[src/rtl/ex_div_ctrl.sv]
// EX-stage sequencer for the iterative divider: issues div_op, stalls the pipe
// while the divider runs, commits remainder/quotient to HI/LO and owns MTHI/MTLO.
module ex_div_ctrl #(
    parameter int TIMEOUT = 40
) (
    input  logic        clk,
    input  logic        rst,
    input  logic        req_valid,
    input  logic        req_signed,
    input  logic [31:0] req_rs,
    input  logic [31:0] req_rt,
    input  logic        flush,
    input  logic        hi_we,
    input  logic [31:0] hi_wdata,
    input  logic        lo_we,
    input  logic [31:0] lo_wdata,
    output logic [1:0]  div_op,
    output logic [31:0] dividend,
    output logic [31:0] divisor,
    input  logic [63:0] div_result,
    input  logic        div_done,
    output logic        stall,
    output logic [31:0] hi,
    output logic [31:0] lo,
    output logic        timeout_err
);

    localparam int WDW = $clog2(TIMEOUT);
    localparam logic [WDW-1:0] WDOG_LAST = WDW'(TIMEOUT - 1);

    typedef enum logic [0:0] {
        IDLE = 1'b0,
        BUSY = 1'b1
    } state_t;

    state_t         state_r;
    state_t         state_nxt_s;
    logic [WDW-1:0] wdog_r;
    logic [31:0]    hi_r;
    logic [31:0]    lo_r;
    logic           timeout_err_r;
    logic           issue_s;
    logic           commit_s;
    logic           expire_s;
    logic           stall_s;
    logic [1:0]     div_op_s;

    assign dividend    = req_rs;
    assign divisor     = req_rt;
    assign hi          = hi_r;
    assign lo          = lo_r;
    assign timeout_err = timeout_err_r;
    assign stall       = stall_s;
    assign div_op      = div_op_s;

    // Decode the three events that move the sequencer: issue, commit, watchdog expiry
    always_comb begin
        issue_s  = 1'b0;
        commit_s = 1'b0;
        expire_s = 1'b0;
        case (state_r)
            IDLE: begin
                if (req_valid && !flush && div_done) begin
                    issue_s = 1'b1;
                end else begin
                    issue_s = 1'b0;
                end
            end
            BUSY: begin
                if (flush) begin
                    commit_s = 1'b0;
                end else if (div_done) begin
                    commit_s = 1'b1;
                end else if (wdog_r == WDOG_LAST) begin
                    expire_s = 1'b1;
                end else begin
                    commit_s = 1'b0;
                end
            end
            default: begin
                issue_s = 1'b0;
            end
        endcase
    end

    // State register
    always_ff @(posedge clk) begin
        if (rst) begin
            state_r <= IDLE;
        end else begin
            state_r <= state_nxt_s;
        end
    end

    // Next-state logic; a flush in BUSY abandons the op, the divider drains on its own
    always_comb begin
        state_nxt_s = state_r;
        case (state_r)
            IDLE: begin
                if (issue_s) begin
                    state_nxt_s = BUSY;
                end else begin
                    state_nxt_s = IDLE;
                end
            end
            BUSY: begin
                if (flush || commit_s || expire_s) begin
                    state_nxt_s = IDLE;
                end else begin
                    state_nxt_s = BUSY;
                end
            end
            default: begin
                state_nxt_s = IDLE;
            end
        endcase
    end

    // Output logic: stall is released in the commit cycle so the instruction leaves EX
    always_comb begin
        stall_s  = 1'b0;
        div_op_s = 2'b00;
        if (rst) begin
            stall_s  = 1'b0;
            div_op_s = 2'b00;
        end else begin
            case (state_r)
                IDLE: begin
                    if (req_valid && !flush) begin
                        stall_s = 1'b1;
                        if (issue_s) begin
                            div_op_s = req_signed ? 2'b10 : 2'b01;
                        end else begin
                            div_op_s = 2'b00;
                        end
                    end else begin
                        stall_s = 1'b0;
                    end
                end
                BUSY: begin
                    stall_s = !(flush || commit_s || expire_s);
                end
                default: begin
                    stall_s  = 1'b0;
                    div_op_s = 2'b00;
                end
            endcase
        end
    end

    // Watchdog counts BUSY cycles, cleared at issue
    always_ff @(posedge clk) begin
        if (rst) begin
            wdog_r <= {WDW{1'b0}};
        end else if (issue_s) begin
            wdog_r <= {WDW{1'b0}};
        end else if (state_r == BUSY) begin
            wdog_r <= wdog_r + WDW'(1);
        end else begin
            wdog_r <= wdog_r;
        end
    end

    // HI/LO: a divider commit takes priority over an MTHI/MTLO in the same cycle
    always_ff @(posedge clk) begin
        if (rst) begin
            hi_r <= 32'd0;
            lo_r <= 32'd0;
        end else if (commit_s) begin
            hi_r <= div_result[63:32];
            lo_r <= div_result[31:0];
        end else begin
            if (hi_we) begin
                hi_r <= hi_wdata;
            end else begin
                hi_r <= hi_r;
            end
            if (lo_we) begin
                lo_r <= lo_wdata;
            end else begin
                lo_r <= lo_r;
            end
        end
    end

    // Sticky watchdog error, cleared only by reset
    always_ff @(posedge clk) begin
        if (rst) begin
            timeout_err_r <= 1'b0;
        end else if (expire_s) begin
            timeout_err_r <= 1'b1;
        end else begin
            timeout_err_r <= timeout_err_r;
        end
    end

endmodule
[config.mk]
export PLATFORM = sky130hd
export DESIGN_NAME = ex_div_ctrl
export DESIGN_NICKNAME = d
export VERILOG_FILES = /design/src/rtl/ex_div_ctrl.sv
export SDC_FILE = /design/constraint.sdc
export NUM_CORES = 1
export LEC_CHECK = 0
export ABC_CLOCK_PERIOD_IN_PS = 1800
export CAP_MARGIN = 5
export CORE_AREA = 2 2 130 132
export CTS_CLUSTER_DIAMETER = 80
export DETAILED_ROUTE_END_ITERATION = 7
export DIE_AREA = 0 0 132 134
export SYNTH_ARGS = -nofsm -noshare
export SYNTH_HDL_FRONTEND = slang
export SYNTH_SLANG_ARGS = --single-unit
[constraint.sdc]
create_clock -name clk -period 1.8 [get_ports clk]
set_input_delay 0.27 -clock clk [delete_from_list [all_inputs] [get_ports clk]]
set_output_delay 0.27 -clock clk [all_outputs]
set_load 0.01 [all_outputs]
Word-level counts from Yosys, hierarchy flattened
Index checks and enable logic that the tools add are counted.
{"block": "word_totals", "reg_bits": 72, "latch_bits": 0, "ram_bits": 0, "rom_bits": 0, "input_bits": 200, "out_inout_bits": 132, "wordCells": 41, "mem_count": 0}
{"block": "op_classes", "addsub": 1, "multipliers": 0, "n_div": 0, "magnitude_cmp": 0, "n_eq_ne": 1, "shift": 0, "mux": 24, "bitwise": 1, "reduce_logical": 9}
{"op": "$mux W32", "count": 4}
{"op": "$mux W1", "count": 13}
{"op": "$mux W2", "count": 5}
{"op": "$add A6 B1 Y6 const B", "count": 1}
{"op": "$eq A6 B6 Y1 const B", "count": 1}
{"op": "$pmux W1 S2", "count": 2}
{"op": "$reduce_bool A2 Y1", "count": 2}
{"op": "$logic_and A1 B1 Y1", "count": 2}
{"op": "$logic_not A1 Y1", "count": 2}
{"op": "$logic_or A1 B1 Y1", "count": 2}
{"op": "$reduce_or A2 Y1", "count": 1}
{"op": "$not A1 Y1", "count": 1}

Longest topological paths before layout
Gate-level depths: netlist of run 1.
{"block": "logic_depth", "depth_word": 9, "ltp_mapped": 6, "mapped_depth_nobuf": 4}

Worst setup path after synthesis of run 1
Ideal clock, no wire load.
{"block": "synth_path", "path_type": "flip-flop to output port", "from": "register wdog_r[0]", "to": "output port stall", "arrival_ns": 1.098, "t_required_ns": 1.530, "path_slack_ns": 0.432, "path_stages_with_launch": 5, "path_buffers": 0, "cell_sequence": "dfxtp_1 -> ha_1 -> nand3_1 -> o41ai_1 -> a211oi_1"}
{"block": "synth_via", "elab_chain_cells": 9}
{"element": "from (decl)", "line": "38", "source": "logic [WDW-1:0] wdog_r;"}
{"element": "from (signal assigned)", "line": "154", "source": "wdog_r <= {WDW{1'b0}};"}
{"element": "from (signal assigned)", "line": "156", "source": "wdog_r <= {WDW{1'b0}};"}
{"element": "from (signal assigned)", "line": "158", "source": "wdog_r <= wdog_r + WDW'(1);"}
{"element": "$eq A6 B6 Y1", "line": "74", "source": "end else if (wdog_r == WDOG_LAST) begin"}
{"element": "$mux W1", "line": "74"}
{"element": "$mux W1", "line": "72", "source": "end else if (div_done) begin"}
{"element": "$mux W1", "line": "70", "source": "if (flush) begin"}
{"element": "$mux W1", "line": "61", "source": "case (state_r)"}
{"element": "$logic_or A1 B1 Y1", "line": "141", "source": "stall_s = !(flush || commit_s || expire_s);"}
{"element": "$logic_not A1 Y1", "line": "141"}
{"element": "$pmux W1 S2", "line": "127", "source": "case (state_r)"}
{"element": "$mux W1", "line": "123", "source": "if (rst) begin"}
{"element": "to (decl)", "line": "22", "source": "output logic stall,"}
Every way passes these cells.

Worst setup path in the final report of run 1
{"block": "layout_path", "from": "register wdog_r[1]", "to": "output port stall"}
The elaborated chain is that of the path after synthesis.

==> impl_metrics.json, run 1 <==
{
  "maxCapViolCount": 0,
  "crit_slowest_cell": "dfxtp_2",
  "clock-root-buffer": "clkbuf_16",
  "start_util_pct": 24.9,
  "gp_congestion": 0.745,
  "min_period_ns": 1.73,
  "hold_path_class": "flop to flop",
  "p_per_area_mw_per_mm2": 721,
  "hold_viol": 0,
  "initialDrtViolationCount": 65,
  "ios": 332,
  "cts_tree": "built",
  "use_met1_pct": 13.6,
  "p_total_w": 0.00457,
  "fp-row-count": 47,
  "cp_max_fo": 2,
  "power.share.switching_pct": 22.5,
  "final_max_slew_viol_count": 0,
  "crit_type": "flop to output pin",
  "cts_sinks": 72,
  "dpl.hpwl_mm": 8.43,
  "ys_warn_count": 0,
  "post_synth.cell_area_avg_um2": 10.3,
  "slowest_delay_ns": 0.35,
  "grt-ovfl-total": 0,
  "cp.required_ns": 1.53,
  "grt_max_degree": 43,
  "htreeDepth": 3,
  "ys_ff_latch": 72,
  "diodes": 0,
  "ys_types": 32,
  "dieArea_mm2": 0.0177,
  "netlist_area_mm2": 0.00405,
  "clock_path_buffers": 2,
  "die_h_um": 134,
  "cp_cell_sequence": "ha_4 > nand3_4 > o41ai_4 > a211oi_2 > buf_2",
  "die_w_um": 132,
  "finalCritPeriodShare_pct": 96.0,
  "cp.arrival_ns": 1.46,
  "syn_to_final_growth_pct": 56.7,
  "clk_pin_slew_ns": 0.06,
  "tns_ns": 0,
  "grt-busiest-layer": "met2",
  "grt_pass1_wl_mm": 17.6,
  "num_vias": 3370,
  "grt_util_met2_pct": 20.7,
  "antenna_found_initial": 0,
  "grt_util_met3_pct": 4.57,
  "nFillCells": 1620,
  "max-slew-margin-rel_pct": 55.6,
  "worst_pin_slew_ns": 0.666,
  "power_frac_comb_pct": 19.3,
  "portBuffers": 203,
  "cts-buffers-inserted": 9,
  "fmax_mhz": 579,
  "wire_per_inst_um": 14.4,
  "run_status": "complete, no violations",
  "p_leak_nw": 2.47,
  "final_nets": 751,
  "first_pass_iters": 4,
  "vias_per_cell": 4.35,
  "intPower_w": 0.00354,
  "syn_inst": 395,
  "final_layout_size_suffix_gt1_share_pct": 23.6,
  "p_clk_share_pct": 42.7,
  "post-route-drc-count": 0,
  "setup_viol": 0,
  "syn-num-nets": 596,
  "finClkSkew_ns": 0.00564,
  "p_switching_w": 0.00103,
  "core_mm2": 0.0163,
  "grt_pass1_vias": 3545,
  "drt-total-wl_mm": 11.1,
  "cp-start-kind": "flop",
  "antenna_left": 0,
  "seqPwrFrac_pct": 38.0,
  "ir_drop_uv": 368,
  "cp-end-kind": "output pin",
  "grtUsageTotal_pct": 12.5,
  "insertion_delay_ns": 0.33,
  "ys_seq_area_share_pct": 35.6
}
==> synth_stat cells, drive strengths merged <==
master,instances,area share (%)
dfxtp,72,36
nor2,71,7.2
inv,3,0.28
clkbuf,2,0.28
nand2,2,0.19
nand4,2,0.31
buf,93,17
nor2b,1,0.15
ha,1,0.31
o41ai,1,0.22
a21oi,1,0.12
xnor2,1,0.22
nand2b,1,0.15
or3,2,0.31
a22o,1,0.22
nand3b,2,0.68
nor4,1,0.15
o21ai,2,0.25
nand3,1,0.12
mux2i,65,16
nor3,1,0.12
xor2,3,0.65
a211oi,66,19
==> worst paths after layout <==
path / slack [ns] / to / cells past startpoint / start
worst max register to register: 0.50 / hi[31] / 6 / state_r
worst min register to register: 0.48 / timeout_err / 1 / timeout_err
worst min-delay path: 0.48 / timeout_err / 1 / timeout_err
worst max-delay path: 0.07 / stall / 5 / wdog_r[1]
==> worst max-delay path: cells and delay by family (launching register included) <==
| kind | cells | cell delay, ns |
|---|---|---|
| simple gates | 1 | 0.07 |
| compound gates | 2 | 0.39 |
| fa+ha+maj | 1 | 0.15 |
| buf+inv | 1 | 0.16 |
| flops | 1 | 0.35 |
==> cells by family (layout without fill, tap and decap cells) <==
logic type	count (synthesis)	count (layout)	share of synthesized area, %
multiplexers	65	65	16.1
flip-flops	72	72	35.6
buffers and inverters	98	257	17.9
adder cells (fa/ha/maj)	1	1	0.309
AND/OR/NAND/NOR	84	84	9.39
AO/OA/AOI/OAI	71	71	20.0
XOR/XNOR	4	4	0.865
==> per-stage QoR <==
stage	worst slack, ns	area (um^2)	instances	utilization (%)	hold WS [ns]
final	0.0723	6350	774	39.0	0.483
after CTS	-0.0982	6330	773	38.9	0.466
after floorplan	0.432	4050	395	-	0.343
after global placement	-0.371	5970	758	36.7	0.471
after detailed placement	-0.415	5970	758	36.7	0.480
after global routing	-0.00472	6350	774	39.0	0.499
==> routing by layer <==
metal,vias up,routed length (um)
met1,1541,4560
met5,-,0
met4,0,421
met3,52,955
li1,1632,-
met2,145,5210
==> power groups by stage <==
stage	combinational, W	sequential, W	clock (W)
2_1_floorplan	0.000442	0.00181	0
3_3_place_gp	0.000881	0.00177	0
3_5_place_dp	0.000890	0.00177	0
4_1_cts	0.000894	0.00174	0.00203
5_1_grt	0.000940	0.00175	0.00209
6_report	0.000885	0.00174	0.00195
==> what timing repair did <==
| item | CTS | global route |
|---|---|---|
| buffers inserted | 0 | 1 |
| setup endpoints to repair | 3 | 1 |
| hold buffers | 0 | 0 |
| gates resized for setup | 24 | 2 |
| pin swaps | 4 | 2 |
==> registers in the layout, summed over array words and instances, names as in the netlist <==
name and flops:
wdog_r 6, lo 32, state_r 1, timeout_err 1, hi 32
==> layout make-up <==
class                           instances  area, um^2  area share (%)
Timing Repair Buffer                  239        2350            37.0
Clock inverter                          3        65.1            1.03
Tap cell                              220         275            4.34
Clock buffer                           12         256            4.04
Sequential cell                        72        1450            22.8
Inverter                                3        11.3           0.177
Multi-Input combinational cell        225        1940            30.6
==> layout by cell type (no fill, tap or decap), drive strengths merged <==
master / n
clkdlybuf4s50: 196
dfxtp: 72
nor2: 71
a211oi: 66
mux2i: 65
buf: 42
clkbuf: 12
inv: 3
xor2: 3
or3: 2
nand4: 2
nand2: 2
bufinv: 2
nand3b: 2
o21ai: 2
nand2b: 1
nand3: 1
nor2b: 1
o41ai: 1
xnor2: 1
a21oi: 1
nor4: 1
nor3: 1
a22o: 1
ha: 1
clkinv: 1
dlygate4sd2: 1
Note: power is estimated with default switching activity, not from simulation.
==> run 2, diff against run 1 <==
- SLEW_MARGIN: unset -> 20
==> results of run 2 <==
No change in the layout: final DEF, timing and power equal those of run 1.
==> run 3, diff against run 2 <==
- ABC_CLOCK_PERIOD_IN_PS: 1800 -> unset
- SKIP_LAST_GASP: unset -> 1
==> impl_metrics.json, run 3 (synthesis gave the netlist of run 1 again) <==
{
  "drt-total-wl_mm": 11.2,
  "rrSetupSlack_ns": 0.46,
  "grtUsageTotal_pct": 12.5,
  "dpl.hpwl_mm": 8.43,
  "run_status": "complete, no violations",
  "rr_endpoint": "wdog_r[5]",
  "critPathLaunch": "state_r",
  "p_per_area_mw_per_mm2": 720,
  "cp.arrival_ns": 1.48,
  "nFillCells": 1619,
  "hold_depth": 1,
  "cts_sinks": 72,
  "postLayoutCellArea_mm2": 0.00636,
  "hold_viol": 0,
  "p_total_w": 0.00458,
  "rr_startpoint": "state_r",
  "hold_buffers": 0,
  "grt_pass1_wl_mm": 17.6,
  "gp_congestion": 0.745,
  "final_common_cell": "clkdlybuf4s50_1",
  "antenna_found_initial": 0,
  "min_period_ns": 1.75,
  "fp-row-count": 47,
  "whs_endpoint": "timeout_err",
  "dpl-instance-area_mm2": 0.00597,
  "clock-root-buffer": "clkbuf_16",
  "rsz0062_at_grt": "true",
  "finClkSkew_ns": 0.00642,
  "antenna_left": 0,
  "finalCritPeriodShare_pct": 97.2,
  "crit_type": "flop to output pin",
  "initialDrtViolationCount": 66,
  "htreeDepth": 3,
  "maxCapViolCount": 0,
  "fin_ws_ns": 0.0500,
  "holdCritStartpoint": "timeout_err",
  "start_util_pct": 24.9,
  "die_w_um": 132,
  "diodes": 0,
  "first_pass_iters": 4,
  "syn_to_final_growth_pct": 57.0,
  "insertion_delay_ns": 0.33,
  "cts_tree": "built",
  "dieArea_mm2": 0.0177,
  "grt_max_degree": 43,
  "ff2ff_path_depth": 5,
  "ios": 332,
  "vias_per_cell": 4.36,
  "clk_pin_slew_ns": 0.06,
  "ir_drop_uv": 368,
  "final_max_slew_viol_count": 0,
  "p_leak_nw": 2.48,
  "core_mm2": 0.0163,
  "final_nets": 752,
  "wire_per_inst_um": 14.4,
  "worst_pin_slew_ns": 0.668,
  "cts-buffers-inserted": 9,
  "clock_path_buffers": 2,
  "post-route-drc-count": 0,
  "max-slew-margin-rel_pct": 55.5,
  "grt_pass1_vias": 3551,
  "fmax_mhz": 571,
  "hold_path_class": "flop to flop",
  "post-place-ws_ns": -0.415,
  "final_layout_size_suffix_gt1_share_pct": 24.0,
  "cp_max_fo": 5,
  "num_vias": 3380,
  "cp.required_ns": 1.53,
  "portBuffers": 203,
  "die_h_um": 134,
  "setup_viol": 0,
  "grt-ovfl-total": 0,
  "cp-start-kind": "flop",
  "final_cell_mix": "clkdlybuf4s50_1, dfxtp_1, mux2i_1, nor2_1, a211oi_2",
  "tns_ns": 0,
  "cp-end-kind": "output pin"
}
[run 3: cell count changes in the layout (fill, tap and decap cells not counted)]
cell / delta
or3_4: +1
buf_4: +1
or3_1: -1
[run 3: final cells by class]
| type | count | area [um^2] | share of cell area [%] |
|---|---|---|---|
| flip-flops and latches | 72 | 1450 | 22.8 |
| clock buffers | 12 | 256 | 4.03 |
| multi-input cells | 225 | 1950 | 30.6 |
| clock inverters | 3 | 65.1 | 1.02 |
| well taps | 220 | 275 | 4.33 |
| inverters | 3 | 11.3 | 0.177 |
| repair buffers | 240 | 2360 | 37.0 |
[run 3: worst max-delay path: stages, from the launching register on]
cell	delay, ns
dfxtp_4	0.36
nand3b_1	0.18
or3_4	0.40
nor2_1	0.08
buf_2	0.13
[run 3: how the worst max path moves through the flow]
stage / cells after the start / end
2_1_floorplan: 4 / stall
3_3_place_gp: 5 / stall
3_5_place_dp: 5 / stall
4_1_cts: 5 / stall
5_1_grt: 5 / stall
6_report: 4 / div_op[0]
[run 3: metal layers]
layer	global-route usage, %	up-vias	wire, um
li1	-	1636	-
met1	13.6	1547	4570
met2	20.7	145	5200
met3	4.57	52	957
met4	7.73	0	421
met5	0	-	0
[run 3: metrics by stage]
step           instances  util, %  hold slack (ns)
2_1_floorplan        395        -            0.343
3_3_place_gp         758     36.7            0.471
3_5_place_dp         758     36.7            0.480
4_1_cts              773     38.9            0.466
5_1_grt              775     39.0            0.499
6_report             775     39.0            0.483
[run 3: what timing repair did]
action,4_1_cts,5_1_grt
setup buffers,0,2
gates resized for setup,23,4
pin swaps,3,3
endpoints found under the setup margin,3,2
[run 3: power breakdown]
group | internal, W | leakage (nW) | switching, W
clock network | 0.00128 | 0.159 | 0.000673
registers | 0.00169 | 0.595 | 0.0000486
logic | 0.000576 | 1.73 | 0.000311
